File: src/rtl/sat_pkg.sv
// Shared types and sizes for the SAT solver datapath.
// Literal slots pack as {valid, polarity, var}; var state packs as {assigned, value}.
package sat_pkg;
    localparam int VAR_BITS = 8;
    localparam int CLS_BITS = 10;
    localparam int LITS     = 3;

    typedef struct packed {
        logic                valid;
        logic                polarity;
        logic [VAR_BITS-1:0] vid;
    } lit_t;

    typedef struct packed {
        logic assigned;
        logic value;
    } var_state_t;

    typedef enum logic [2:0] {
        S_IDLE   = 3'd0,
        S_RANGE  = 3'd1,
        S_FETCH  = 3'd2,
        S_READV  = 3'd3,
        S_EVAL   = 3'd4,
        S_FINISH = 3'd5
    } bcp_state_e;
endpackage

File: src/rtl/clause_eval.sv
// Combinational clause evaluator: classifies one clause as satisfied, conflicting or unit.
// Invalid slots take no part in the classification.
module clause_eval
    import sat_pkg::*;
(
    input  lit_t       [LITS-1:0] i_lits,
    input  var_state_t [LITS-1:0] i_vst,
    output logic                  o_sat,
    output logic                  o_conflict,
    output logic                  o_unit,
    output logic [VAR_BITS-1:0]   o_unit_var,
    output logic                  o_unit_val
);
    localparam int NF_BITS = $clog2(LITS + 1);

    logic [NF_BITS-1:0] w_nfree;
    logic               w_any_true;

    always_comb begin
        w_any_true = 1'b0;
        w_nfree    = '0;
        o_unit_var = '0;
        o_unit_val = 1'b0;
        for (int s = 0; s < LITS; s++) begin
            if (i_lits[s].valid) begin
                if (i_vst[s].assigned && (i_vst[s].value == i_lits[s].polarity))
                    w_any_true = 1'b1;
                if (!i_vst[s].assigned) begin
                    w_nfree    = w_nfree + NF_BITS'(1);
                    o_unit_var = i_lits[s].vid;
                    o_unit_val = i_lits[s].polarity;
                end
            end
        end
    end

    assign o_sat      = w_any_true;
    assign o_conflict = !w_any_true && (w_nfree == '0);
    assign o_unit     = !w_any_true && (w_nfree == NF_BITS'(1));
endmodule

File: src/rtl/bcp_engine.sv
// Boolean constraint propagation: walks the occurrence list of the newly falsified
// literal, pushing unit implications and stopping at the first falsified clause.
module bcp_engine
    import sat_pkg::*;
(
    input  logic                     clock,
    input  logic                     reset,
    input  logic                     start,
    input  logic [VAR_BITS-1:0]      prop_var,
    input  logic                     prop_val,
    output logic [VAR_BITS:0]        occ_addr,
    input  logic [CLS_BITS-1:0]      occ_start,
    input  logic [CLS_BITS:0]        occ_count,
    output logic [CLS_BITS-1:0]      cls_addr,
    input  logic [LITS*(VAR_BITS+2)-1:0] cls_lit,
    output logic [LITS*VAR_BITS-1:0] vst_addr,
    input  logic [LITS*2-1:0]        vst_data,
    output logic                     imply_push,
    output logic [VAR_BITS-1:0]      imply_var,
    output logic                     imply_val,
    output logic                     imply_type,
    input  logic                     imply_full,
    output logic                     conflict,
    output logic                     busy,
    output logic                     done
);
    bcp_state_e             r_state;
    logic [VAR_BITS:0]      r_occ_addr;
    logic [CLS_BITS-1:0]    r_idx;
    logic [CLS_BITS:0]      r_rem;
    lit_t       [LITS-1:0]  r_lits;
    logic                   r_busy, r_done, r_conflict, r_push, r_ival;
    logic [VAR_BITS-1:0]    r_ivar;

    lit_t       [LITS-1:0]  w_lits_in;
    var_state_t [LITS-1:0]  w_vst;
    logic                   w_sat, w_conflict, w_unit, w_uval;
    logic [VAR_BITS-1:0]    w_uvar;

    assign w_lits_in = cls_lit;
    assign w_vst     = vst_data;

    clause_eval u_eval (
        .i_lits     (r_lits),
        .i_vst      (w_vst),
        .o_sat      (w_sat),
        .o_conflict (w_conflict),
        .o_unit     (w_unit),
        .o_unit_var (w_uvar),
        .o_unit_val (w_uval)
    );

    // Occurrence table has one cycle of latency, so the address is presented with start.
    assign occ_addr = (start && r_state == S_IDLE) ? {prop_var, ~prop_val} : r_occ_addr;
    assign cls_addr = (r_state == S_FETCH) ? r_idx : '0;

    // Re-present slot addresses during EVAL so var state stays valid across a stall.
    always_comb begin
        vst_addr = '0;
        for (int s = 0; s < LITS; s++) begin
            if (r_state == S_READV)
                vst_addr[s*VAR_BITS +: VAR_BITS] = w_lits_in[s].vid;
            else if (r_state == S_EVAL)
                vst_addr[s*VAR_BITS +: VAR_BITS] = r_lits[s].vid;
        end
    end

    always_ff @(posedge clock) begin
        if (reset) begin
            r_state    <= S_IDLE;
            r_occ_addr <= '0;
            r_idx      <= '0;
            r_rem      <= '0;
            r_lits     <= '0;
            r_busy     <= 1'b0;
            r_done     <= 1'b0;
            r_conflict <= 1'b0;
            r_push     <= 1'b0;
            r_ivar     <= '0;
            r_ival     <= 1'b0;
        end else begin
            r_done     <= 1'b0;
            r_conflict <= 1'b0;
            r_push     <= 1'b0;
            r_ivar     <= '0;
            r_ival     <= 1'b0;
            case (r_state)
                S_IDLE: if (start) begin
                    r_occ_addr <= {prop_var, ~prop_val};
                    r_busy     <= 1'b1;
                    r_state    <= S_RANGE;
                end
                S_RANGE: begin
                    r_idx   <= occ_start;
                    r_rem   <= occ_count;
                    r_state <= (occ_count == '0) ? S_FINISH : S_FETCH;
                end
                S_FETCH: r_state <= S_READV;
                S_READV: begin
                    r_lits  <= w_lits_in;
                    r_state <= S_EVAL;
                end
                S_EVAL: begin
                    if (!w_sat && w_conflict) begin
                        r_conflict <= 1'b1;
                        r_state    <= S_FINISH;
                    end else if (!(!w_sat && w_unit && imply_full)) begin
                        if (!w_sat && w_unit) begin
                            r_push <= 1'b1;
                            r_ivar <= w_uvar;
                            r_ival <= w_uval;
                        end
                        r_idx   <= r_idx + CLS_BITS'(1);
                        r_rem   <= r_rem - (CLS_BITS+1)'(1);
                        r_state <= (r_rem == (CLS_BITS+1)'(1)) ? S_FINISH : S_FETCH;
                    end
                end
                S_FINISH: begin
                    r_done  <= 1'b1;
                    r_busy  <= 1'b0;
                    r_state <= S_IDLE;
                end
                default: r_state <= S_IDLE;
            endcase
        end
    end

    assign imply_push = r_push;
    assign imply_var  = r_ivar;
    assign imply_val  = r_ival;
    assign imply_type = 1'b1;
    assign conflict   = r_conflict;
    assign busy       = r_busy;
    assign done       = r_done;
endmodule

File: config.mk
export PLATFORM = sky130hd
export DESIGN_NAME = bcp_engine
export DESIGN_NICKNAME = d
export VERILOG_FILES = /design/src/rtl/sat_pkg.sv /design/src/rtl/clause_eval.sv /design/src/rtl/bcp_engine.sv
export SDC_FILE = /design/constraint.sdc
export NUM_CORES = 1
export LEC_CHECK = 0
export ABC_AREA = 1
export BUFFER_PORTS_ARGS = -buffer_cell sky130_fd_sc_hd__buf_2
export CORE_MARGIN = 10
export CORE_UTILIZATION = 25
export DETAILED_ROUTE_END_ITERATION = 16
export PLACE_DENSITY = 0.42
export SLEW_MARGIN = 20
export SYNTH_ARGS = -nofsm -noshare
export SYNTH_HDL_FRONTEND = slang
export SYNTH_SLANG_ARGS = --single-unit
export TNS_END_PERCENT = 1
File: constraint.sdc
create_clock -name clock -period 4.38 [get_ports clock]
set_input_delay 0.438 -clock clock [delete_from_list [all_inputs] [get_ports clock]]
set_output_delay 0.438 -clock clock [all_outputs]
set_load 0.005 [all_outputs]
## Yosys cells after proc, flatten, opt, wreduce, memory -nomap -nowiden

Cells that the tools add are included.

- Bits in registers: 76
- Output and inout bits: 57
- Word-level logic and storage cells: 111

- $add $sub $neg: 4
- Equal/unequal tests: 14
- Mux-type cells: 49
- Bitwise logic cells: 3
- Reduce and logical (&&, ||, !) cells: 22

Operators with widths:

| kind | count |
|---|---|
| $mux 8 | 12 |
| $mux 10 | 3 |
| $mux 11 | 2 |
| $pmux 11 s2 | 1 |
| $pmux 10 s2 | 1 |
| $mux 1 | 17 |
| $mux 3 | 5 |
| $pmux 3 s5 | 1 |
| $eq 11x1->1 const B | 1 |
| $logic_not 11->1 | 1 |
| $sub 11x1->11 const B | 1 |
| $add 10x1->10 const B | 1 |
| $mux 2 | 5 |
| $logic_and 1x1->1 | 9 |
| $mux 9 | 1 |
| $eq 3x2->1 const B | 2 |
| $eq 3x3->1 const B | 2 |
| $ne 2x2->1 const B | 3 |
| $reduce_and 2->1 | 3 |
| $reduce_or 5->1 | 1 |
| $add 2x1->2 const B | 2 |
| $reduce_bool 2->1 | 2 |
| $reduce_or 4->1 | 1 |
| $eq 1x1->1 | 3 |
| 10 further kinds | 12 |

## Logic depth before layout (Yosys ltp)

Gate-level depths: netlist of run 1.

- Depth after elaboration: 15
- Depth in mapped cells: 14
- Gate-level depth less buffers: 12

## By module

From an unflattened synthesis of run 1, not the netlist that was laid out.

- Cell total of the unflattened synthesis: 648
- Area, all modules: 4086.4 um2

Modules (own cells, without submodules):

| module | instances | cells an instance | area each (um2) | sequential area each (um2) |
|---|---|---|---|---|
| bcp_engine | 1 | 563 | 3717.3 | 1521.5 |
| clause_eval | 1 | 85 | 369.1 | 0.0 |

## Least setup slack after synthesis of run 1

Ideal clock, no wire load.

- Kind: register to output
- Start: reg r_state[0]
- End: out occ_addr[8]
- Arrival: 1263 ps
- Slack: 2679 ps
- Cell stages (with the launch flop): 10
- Cell sequence: dfxtp_1 nor2_1 inv_2 nor2_1 nand2_1 inv_1 buf_2 or2_2 inv_1 a21oi_1

- Longest elaborated chain between the ends: 3

RTL lines:

| element | line | RTL |
|---|---|---|
| from (decl) | bcp_engine.sv:27 | `bcp_state_e r_state;` |
| from (signal assigned) | bcp_engine.sv:96 | `r_state <= (occ_count == '0) ? S_FINISH : S_FETCH;` |
| from (signal assigned) | bcp_engine.sv:115 | `r_state <= (r_rem == (CLS_BITS+1)'(1)) ? S_FINISH : S_FETCH;` |
| $logic_not 3->1 | bcp_engine.sv:54 | `assign occ_addr = (start && r_state == S_IDLE) ? {prop_var, ~prop_val} : r_occ_addr;` |
| $logic_and 1x1->1 | bcp_engine.sv:54 |  |
| $mux 9 | bcp_engine.sv:54 |  |
| to (decl) | bcp_engine.sv:11 | `output logic [VAR_BITS:0] occ_addr,` |

Every way passes these cells.

## Worst setup path after layout of run 1

- Start: reg r_state[2]
- End: out vst_addr[19]

- Longest elaborated chain between the ends: 3

RTL lines:

| element | line | RTL |
|---|---|---|
| $eq 3x3->1 | bcp_engine.sv:63 | `else if (r_state == S_EVAL)` |
| $mux 8 | bcp_engine.sv:63 |  |
| $mux 8 * | bcp_engine.sv:61 | `if (r_state == S_READV)` |
| to (decl) | bcp_engine.sv:16 | `output logic [LITS*VAR_BITS-1:0] vst_addr,` |

Mark *: on every way between the ends. The rest lies on a longest branch, timed or not.

==> results.ini, run 1 <==
[run_status]
status = finished clean

[worst_setup_path]
start_kind = flip-flop
endpoint_kind = primary output
crit_arrival_ps = 2480
required_ps = 3940
critPathSlowestCell = clkinv_1
r2r_cells = 11
crit_chain = inv_1, nand3_1, buf_4, clkinv_1, nand2_1, nand2_1, buf_2
r2r-start = r_state[0]
r2r_slack_ps = 1980
path_class = reg2out
worst_r2r_endpoint = r_rem[10]
cpMostUsedCell = nand2_1
endpoint = vst_addr[19]
cp-startpoint = r_state[2]
cp_max_fo = 35
slowest_delay_ps = 700

[route]
post-route-drc-count = 0
vias_per_cell = 4.40
firstDrtPassIters = 4
vias = 4175
first_iter_violations = 202
detail_route.wl_per_cell_um = 14.2
wirelength_um = 13500
detail-route-antenna-nets = 0

[clocking]
insertion_delay_ps = 350
h-tree-depth = 3
cts_sinks = 76
path_clk_slew_ps = 60
cts_made_buffers = 9
cts_resized = 0
cts_tree = built
post_cts_buffers = 0
clockBufferDepth = 2
ctsHoldBuffers = 0
cts-root-buf = clkbuf_16

[logic_synthesis]
synth_top_area_share_pct = 38.1
avgSynthCellArea_um2 = 6.46
synthDistinctLibCells = 33
syn_inst = 618
synth_edf_count = 0
synth_top_area_cell = dfxtp_1
ys_top_cells_by_area = dfxtp_1 38%, nand2_1 16%, nor2_1 7.3%
yosysSeqAreaShare_pct = 38.1
ys_ff_latch = 76
synth_top_flop_cell = dfxtp_1
synthesis.nets = 691
syn_area_um2 = 3990
synth.yosys.warnings = 0
ys_async_sr_fraction_pct = 0

[timing]
drv_slew = 0
min_period_ps = 2920
worstMarginPinSlew_ps = 872
rsz0062_at_grt = no
max_freq_mhz = 343
tns_ps = 0
hold_viol_final = 0
slew_headroom_pct = 41.8
finalSetupViolations = 0
skew_ps = 9.61
fin_crit_sh_pct = 66.6

[grt]
grtUsageTotal_pct = 12.3
grt_max_degree = 46
grt_first_pass_wirelength_um = 21300
grt_pass1_vias = 4111
grt-ovfl-total = 0
antenna_found_initial = 0

[place]
io_buffers = 125
dp.cells = 933
post-dp-hpwl_um = 9880
place_congestion = 0.802

[floorplan]
io_pins = 127
dieWidth_um = 146
coreArea_um2 = 15800
start_util_pct = 25.3
dieArea_um2 = 21400
core.rowCount = 46
die_y_um = 146

[pwr]
p_sw_share_pct = 27.1
p_int_mw = 1.36
seqPwrFrac_pct = 41.2
power_frac_comb_pct = 16.1
leakagePower_nw = 2.48
powerDensity_nw_per_um2 = 369
power.share.clock_pct = 42.8
p_switching_uw = 508
vdd_ir_drop_max_uv = 175

[final_layout]
fill_cells = 1813
mostFrequentLayoutCells = 175 x nand2_1, 125 x buf_2, 78 x nor2_1
layout_commonest_cell = nand2_1
nets = 801
multiInputGateArea_um2 = 2070
seq_area_um2 = 1520
finalNonFillerCells = 948
area_delta_synth_final_pct = 27.2
num_antenna_cells = 0
post-route-util_pct = 32.2
drive_gt1_share_pct = 22.5

[job]
drv_cap = 0

[worst_hold_path]
hp-class = in2reg

-- worst min path at each step --
stage,startpoint,to,depth (start not counted)
after floorplan,r_lits[28],r_lits[28],2
after global placement,busy,busy,2
after detailed placement,busy,busy,2
after CTS,prop_val,r_occ_addr[0],2
after global routing,prop_val,r_occ_addr[0],2
final,prop_val,r_occ_addr[0],2
-- critical path: cells and delay by family (launching register included) --
family                 cells  cell delay [ps]
DFF                        1              370
and+or+nand+nor            3              480
buffers and inverters      4             1280
-- kinds of logic (layout without fill, tap and decap cells) --
family          after synthesis  in the layout  synth area share, %
compound gates              123            123                 16.7
xor+xnor                      4              4                0.878
fa+ha+maj                     3              3                0.941
buf+inv                      95            209                 9.97
flops                        76             76                 38.1
mux                           1              1                0.251
other cells                   1              1               0.0940
simple gates                315            315                 33.1
-- power by group through the flow --
stage / logic (mW) / clock network (mW) / registers [mW]
after floorplan: 0.211 / 0 / 0.774
after global placement: 0.300 / 0 / 0.783
after detailed placement: 0.302 / 0 / 0.785
after CTS: 0.304 / 0.827 / 0.770
after global routing: 0.346 / 0.855 / 0.776
final: 0.301 / 0.800 / 0.770
-- registers in the layout (all words and copies together) (netlist names) --
register    cells
imply_val       1
r_state         3
r_lits         30
imply_push      1
conflict        1
r_idx          10
r_rem          11
imply_var       8
done            1
r_occ_addr      9
busy            1
-- cell usage after synthesis (5+ instances only) --
cell type	count
inv_1	61
a211oi_1	17
clkbuf_1	16
buf_2	5
or2_2	11
nand3_1	26
dfxtp_1	76
o21ai_1	16
nor2_1	78
nand2_1	175
nand2_2	5
nand4_1	5
a21oi_1	52
nor3_1	7
o21ai_0	35
-- layout make-up --
class,instances,share of cell area [%]
Timing Repair Buffer,127,12.6
Multi-Input combinational cell,447,40.8
Tap cell,216,5.32
Inverter,67,5.05
Clock buffer,11,4.78
Sequential cell,76,30.0
Clock inverter,4,1.45
-- per-stage QoR --
step | power, mW | worst slack (ps) | hold WS [ps] | cell area [µm²]
final | 1.87 | 1460 | 280 | 5080
after global routing | 1.98 | 1180 | 291 | 5080
after CTS | 1.90 | 1430 | 266 | 5080
after detailed placement | 1.09 | 1810 | 458 | 4760
after global placement | 1.08 | 1880 | 452 | 4760
after floorplan | 0.985 | 2680 | 453 | 3990
-- layer usage --
metal | track usage (%) | wire length (µm) | part of all wire (%) | up-vias
met5 | 0 | 0 | 0 | -
met4 | 3.35 | 159 | 1.2 | 0
met3 | 3.92 | 751 | 5.6 | 12
met2 | 20.2 | 6240 | 46 | 118
met1 | 15.1 | 6350 | 47 | 1853
li1 | - | - | - | 2192
Power figures use the tool's default switching activity.
==> inputs of run 2 (changes only) <==
--- a/config.mk
+++ b/config.mk
@@ -10,7 +10,7 @@
 export CORE_MARGIN = 10
 export CORE_UTILIZATION = 25
 export DETAILED_ROUTE_END_ITERATION = 16
-export PLACE_DENSITY = 0.42
+export PLACE_DENSITY = 0.44
 export SLEW_MARGIN = 20
 export SYNTH_ARGS = -nofsm -noshare
 export SYNTH_HDL_FRONTEND = slang
==> constraint.sdc (replaced) <==
create_clock -name clock -period 2.5 [get_ports clock]
set_input_delay 0.25 -clock clock [delete_from_list [all_inputs] [get_ports clock]]
set_output_delay 0.25 -clock clock [all_outputs]
set_load 0.005 [all_outputs]
==> run 2 against run 1 <==
Net effect:
- final area grew 0.71%
- die area did not move
- worst setup slack worse by 1200 ps
- wire length is 0.90% higher
- worst hold slack worse by 180 ps
- non-clock buffer count grew 7
- final cell count rose by 0.84%
- highest routed layer unchanged
==> results.ini, run 2 (same netlist as run 1, synthesis figures left out) <==
[run_status]
status = finished clean

[place]
pre_cts_ws_ps = 487
post-dp-hpwl_um = 10300
io_buffers = 125
place_congestion = 0.792
placed_area_um2 = 4810
dp.cells = 940

[pwr]
power_frac_comb_pct = 16.6
leakagePower_nw = 2.50
p_int_mw = 2.28
p_switching_uw = 932
power.share.clock_pct = 41.4
powerDensity_nw_per_um2 = 628
p_sw_share_pct = 29.0
power_mw = 3.21
vdd_ir_drop_max_uv = 355
seqPwrFrac_pct = 42.0

[worst_setup_path]
r2r_slack_ps = 570
crit_chain = nor2_1, inv_2, nor2_1, nand2_1, inv_1, or2_2, inv_1, a21oi_1, buf_2
endpoint = occ_addr[7]
crit_arrival_ps = 1970
r2r-start = r_lits[29]
cp-startpoint = r_state[0]
critPathSlowestCell = inv_1
slowest_delay_ps = 400
path_class = reg2out
required_ps = 2250
start_kind = flip-flop
worst_r2r_endpoint = r_idx[1]
endpoint_kind = primary output
r2r_cells = 11
cp_max_fo = 21

[final_layout]
drive_gt1_share_pct = 23.4
layout_commonest_cell = nand2_1
finalNonFillerCells = 956
area_delta_synth_final_pct = 28.1
seq_area_um2 = 1520
multiInputGateArea_um2 = 2070
regMostFlops = r_lits
largestRegisters = r_lits (30), r_rem (11), r_idx (10)
post-route-util_pct = 32.4
finish.instance_area_um2 = 5110
num_antenna_cells = 0
fill_cells = 1805
largest_register_ffs = 30
mostFrequentLayoutCells = 175 x nand2_1, 125 x buf_2, 78 x nor2_1
nets = 808

[route]
vias_per_cell = 4.41
post-route-drc-count = 0
vias = 4213
wirelength_um = 13600
first_iter_violations = 287
firstDrtPassIters = 4
detail-route-antenna-nets = 0
detail_route.wl_per_cell_um = 14.2

[floorplan]
dieWidth_um = 146
coreArea_um2 = 15800
io_pins = 127
start_util_pct = 25.3
die_y_um = 146
core.rowCount = 46
dieArea_um2 = 21400

[clocking]
path_clk_slew_ps = 60
ctsHoldBuffers = 0
post_cts_buffers = 0
cts-root-buf = clkbuf_16
h-tree-depth = 3
insertion_delay_ps = 340
cts_resized = 0
clockBufferDepth = 2
cts_tree = built
cts_sinks = 76
cts_made_buffers = 9

[grt]
antenna_found_initial = 0
grt_max_degree = 35
grt_pass1_vias = 4145
grt_use_met3_pct = 2.90
grt-ovfl-total = 0
grt.met2_usage_pct = 19.4
grtUsageTotal_pct = 12.4
use_met1_pct = 16.3
grt.busiest_layer = met2
grt_first_pass_wirelength_um = 21700

[timing]
finalSetupViolations = 0
skew_ps = 6.14
hold_viol_final = 0
max_freq_mhz = 450
tns_ps = 0
slew_headroom_pct = 42.7
holdWs_ps = 100
worstMarginPinSlew_ps = 858
fin_crit_sh_pct = 88.8
min_period_ps = 2220
drv_slew = 0
rsz0062_at_grt = no
fin_ws_ps = 280

[worst_hold_path]
hp-class = in2reg

[job]
drv_cap = 0

run 2: changes by cell type in the layout (fill, tap and decap cells not counted), sizes merged:
cell,change
clkinv,-1
inv,+2
clkbuf,-1
buf,+7
clkinvlp,+2
bufinv,-1
run 2: worst min path at each step:
stage / slack (ps) / cells past startpoint / startpoint / endpoint
final: 100 / 2 / prop_val / r_occ_addr[0]
after detailed placement: 450 / 2 / prop_val / r_occ_addr[0]
after global placement: 450 / 2 / prop_val / r_occ_addr[0]
after global routing: 100 / 2 / prop_val / r_occ_addr[0]
after CTS: 90 / 2 / prop_val / r_occ_addr[0]
after floorplan: 340 / 1 / prop_val / r_occ_addr[0]
run 2: power by group through the flow:
stage,registers (mW),clock network [mW],logic (mW)
6_report,1.35,1.33,0.533
5_1_grt,1.36,1.43,0.614
4_1_cts,1.35,1.37,0.541
3_5_place_dp,1.37,0,0.537
3_3_place_gp,1.37,0,0.532
2_1_floorplan,1.36,0,0.369
run 2: critical path: cells and delay by family (launching register included):
family / cells / cell delay (ps)
AOI/OAI and AO/OA: 1 / 110
and+or+nand+nor: 4 / 540
DFF: 1 / 340
buffers and inverters: 4 / 630
run 2: per-layer routing:
layer	vias to the layer above	share of wire [%]
met1	1878	51
met2	109	43
li1	2211	-
met3	15	4.9
met4	0	1.6
met5	-	0
run 2: area by class of cell:
type / count / area share [%]
multi-input combinational: 447 / 40.5
tap: 216 / 5.29
timing repair buffer: 134 / 13.6
inverter: 67 / 5.02
sequential: 76 / 29.8
clock inverter: 6 / 1.39
clock buffer: 10 / 4.48
==> inputs of run 3 (changes only) <==
--- a/config.mk
+++ b/config.mk
@@ -7,7 +7,7 @@
 export LEC_CHECK = 0
 export ABC_AREA = 1
 export BUFFER_PORTS_ARGS = -buffer_cell sky130_fd_sc_hd__buf_2
-export CORE_MARGIN = 10
+export CAP_MARGIN = 20
 export CORE_UTILIZATION = 25
 export DETAILED_ROUTE_END_ITERATION = 16
 export PLACE_DENSITY = 0.44
==> run 3 against run 2 <==
Net effect:
- critical endpoint is now occ_addr[8]
- global-route usage grew 2.8 points
- clock-buffer cell count grew 1
- final area shrank 0.12%
- final cell count shrank 0.42%
- fmax grew 0.25%
- largest power group unchanged
- power shrank 0.35%
- critical path type unchanged
==> results.ini, run 3 (same netlist as run 1, synthesis figures left out) <==
[worst_setup_path]
cp_max_fo = 21
endpoint_kind = primary output
crit_chain = nor2_1, inv_2, nor2_1, nand2_1, inv_1, or2_2, inv_1, a21oi_1, buf_2
crit_family = buffers and inverters
r2r_cells = 10
critPathSlowestCell = inv_1
start_kind = flip-flop
slowest_delay_ps = 390
crit_arrival_ps = 1960
crit_cells = 9
required_ps = 2250
critical_path.n_buffers_inverters = 4
path_class = reg2out

[grt]
grt_first_pass_wirelength_um = 19400
antenna_found_initial = 2
grtUsageTotal_pct = 15.2
grt_pass1_vias = 3880
grt-ovfl-total = 0
grt_max_degree = 35

[run_status]
status = finished clean

[job]
drv_cap = 0

[clocking]
h-tree-depth = 3
path_clk_slew_ps = 60
cts_tree = built
post_cts_buffers = 0
cts-root-buf = clkbuf_16
cts_resized = 0
clockBufferDepth = 2
cts_sinks = 76
insertion_delay_ps = 340
ctsHoldBuffers = 0
cts_made_buffers = 9

[route]
wirelength_um = 12100
first_iter_violations = 237
detail_route.wl_per_cell_um = 12.8
vias = 4211
post-route-drc-count = 0
firstDrtPassIters = 4
detail-route-antenna-nets = 0
vias_per_cell = 4.42

[final_layout]
area_delta_synth_final_pct = 28.0
largest_register_ffs = 30
regMostFlops = r_lits
layout_commonest_cell = nand2_1
largestRegisters = r_lits (30), r_rem (11), r_idx (10)
nets = 807
fill_cells = 1743
finalNonFillerCells = 952
drive_gt1_share_pct = 23.3
mostFrequentLayoutCells = 175 x nand2_1, 125 x buf_2, 78 x nor2_1

[worst_hold_path]
hp-class = in2reg
whs_path_depth = 2

[place]
post-dp-hpwl_um = 8910
place_congestion = 0.783
io_buffers = 125
dp.cells = 934
pre_cts_ws_ps = 523

[pwr]
power_mw = 3.20
powerDensity_nw_per_um2 = 627
power.share.clock_pct = 41.6
vdd_ir_drop_max_uv = 305
p_switching_uw = 900
p_sw_share_pct = 28.1
p_int_mw = 2.30
seqPwrFrac_pct = 42.0
leakagePower_nw = 2.50
power_frac_comb_pct = 16.3

[floorplan]
coreArea_um2 = 15400
core.rowCount = 45
start_util_pct = 26.0
dieWidth_um = 128
dieArea_um2 = 16500
io_pins = 127
die_y_um = 128

[timing]
fin_crit_sh_pct = 88.6
max_freq_mhz = 452
drv_slew = 0
hold_viol_final = 0
worstMarginPinSlew_ps = 842
tns_ps = 0
slew_headroom_pct = 43.8
min_period_ps = 2210
rsz0062_at_grt = no
fin_ws_ps = 285
skew_ps = 6.61
finalSetupViolations = 0

-- run 3: power by group through the flow --
stage / logic (mW) / registers, mW / clock network (mW)
floorplan: 0.369 / 1.36 / 0
detailed placement: 0.527 / 1.37 / 0
global placement: 0.523 / 1.37 / 0
CTS: 0.530 / 1.35 / 1.38
global route: 0.603 / 1.36 / 1.43
finish: 0.523 / 1.35 / 1.33
-- run 3: worst paths after layout --
path	startpoint	endpoint	slack [ps]
max	r_state[0]	occ_addr[8]	290
min	prop_val	r_occ_addr[0]	100
max reg2reg	r_rem[0]	r_rem[10]	570
min reg2reg	busy	busy	470
-- run 3: metrics by stage --
stage               hold slack (ps)  util (%)  cell area, µm²
floorplan                       342         -            3990
detailed placement              451      31.2            4800
global placement                455      31.2            4800
global route                   91.3      33.2            5100
CTS                            85.2      33.2            5100
finish                         95.8      33.2            5110
-- run 3: final cells by class --
type                       instances  area, µm²  area share, %
multi-input combinational        447       2070           40.6
sequential                        76       1520           29.8
timing repair buffer             133        686           13.4
tap                              211        264           5.17
inverter                          67        256           5.02
clock buffer                      11        243           4.75
clock inverter                     5       60.1           1.18
antenna                            2       5.00         0.0980
-- run 3: layer usage --
metal	global-route usage (%)	share of wire, %
met3	4.57	6.6
met5	0	0
met2	25.3	46
met4	4.78	1.1
met1	18.9	46
-- run 3: worst reg2reg max path, cell delays in order, from the launching register on --
cell and delay, ps:
dfxtp_1 340, inv_1 100, ha_1 180, nor3b_1 420, nand2_1 130, nor2_1 240
nand3_1 110, nand2_1 70, o21ai_0 70, nor2_1 100, nor2_1 50
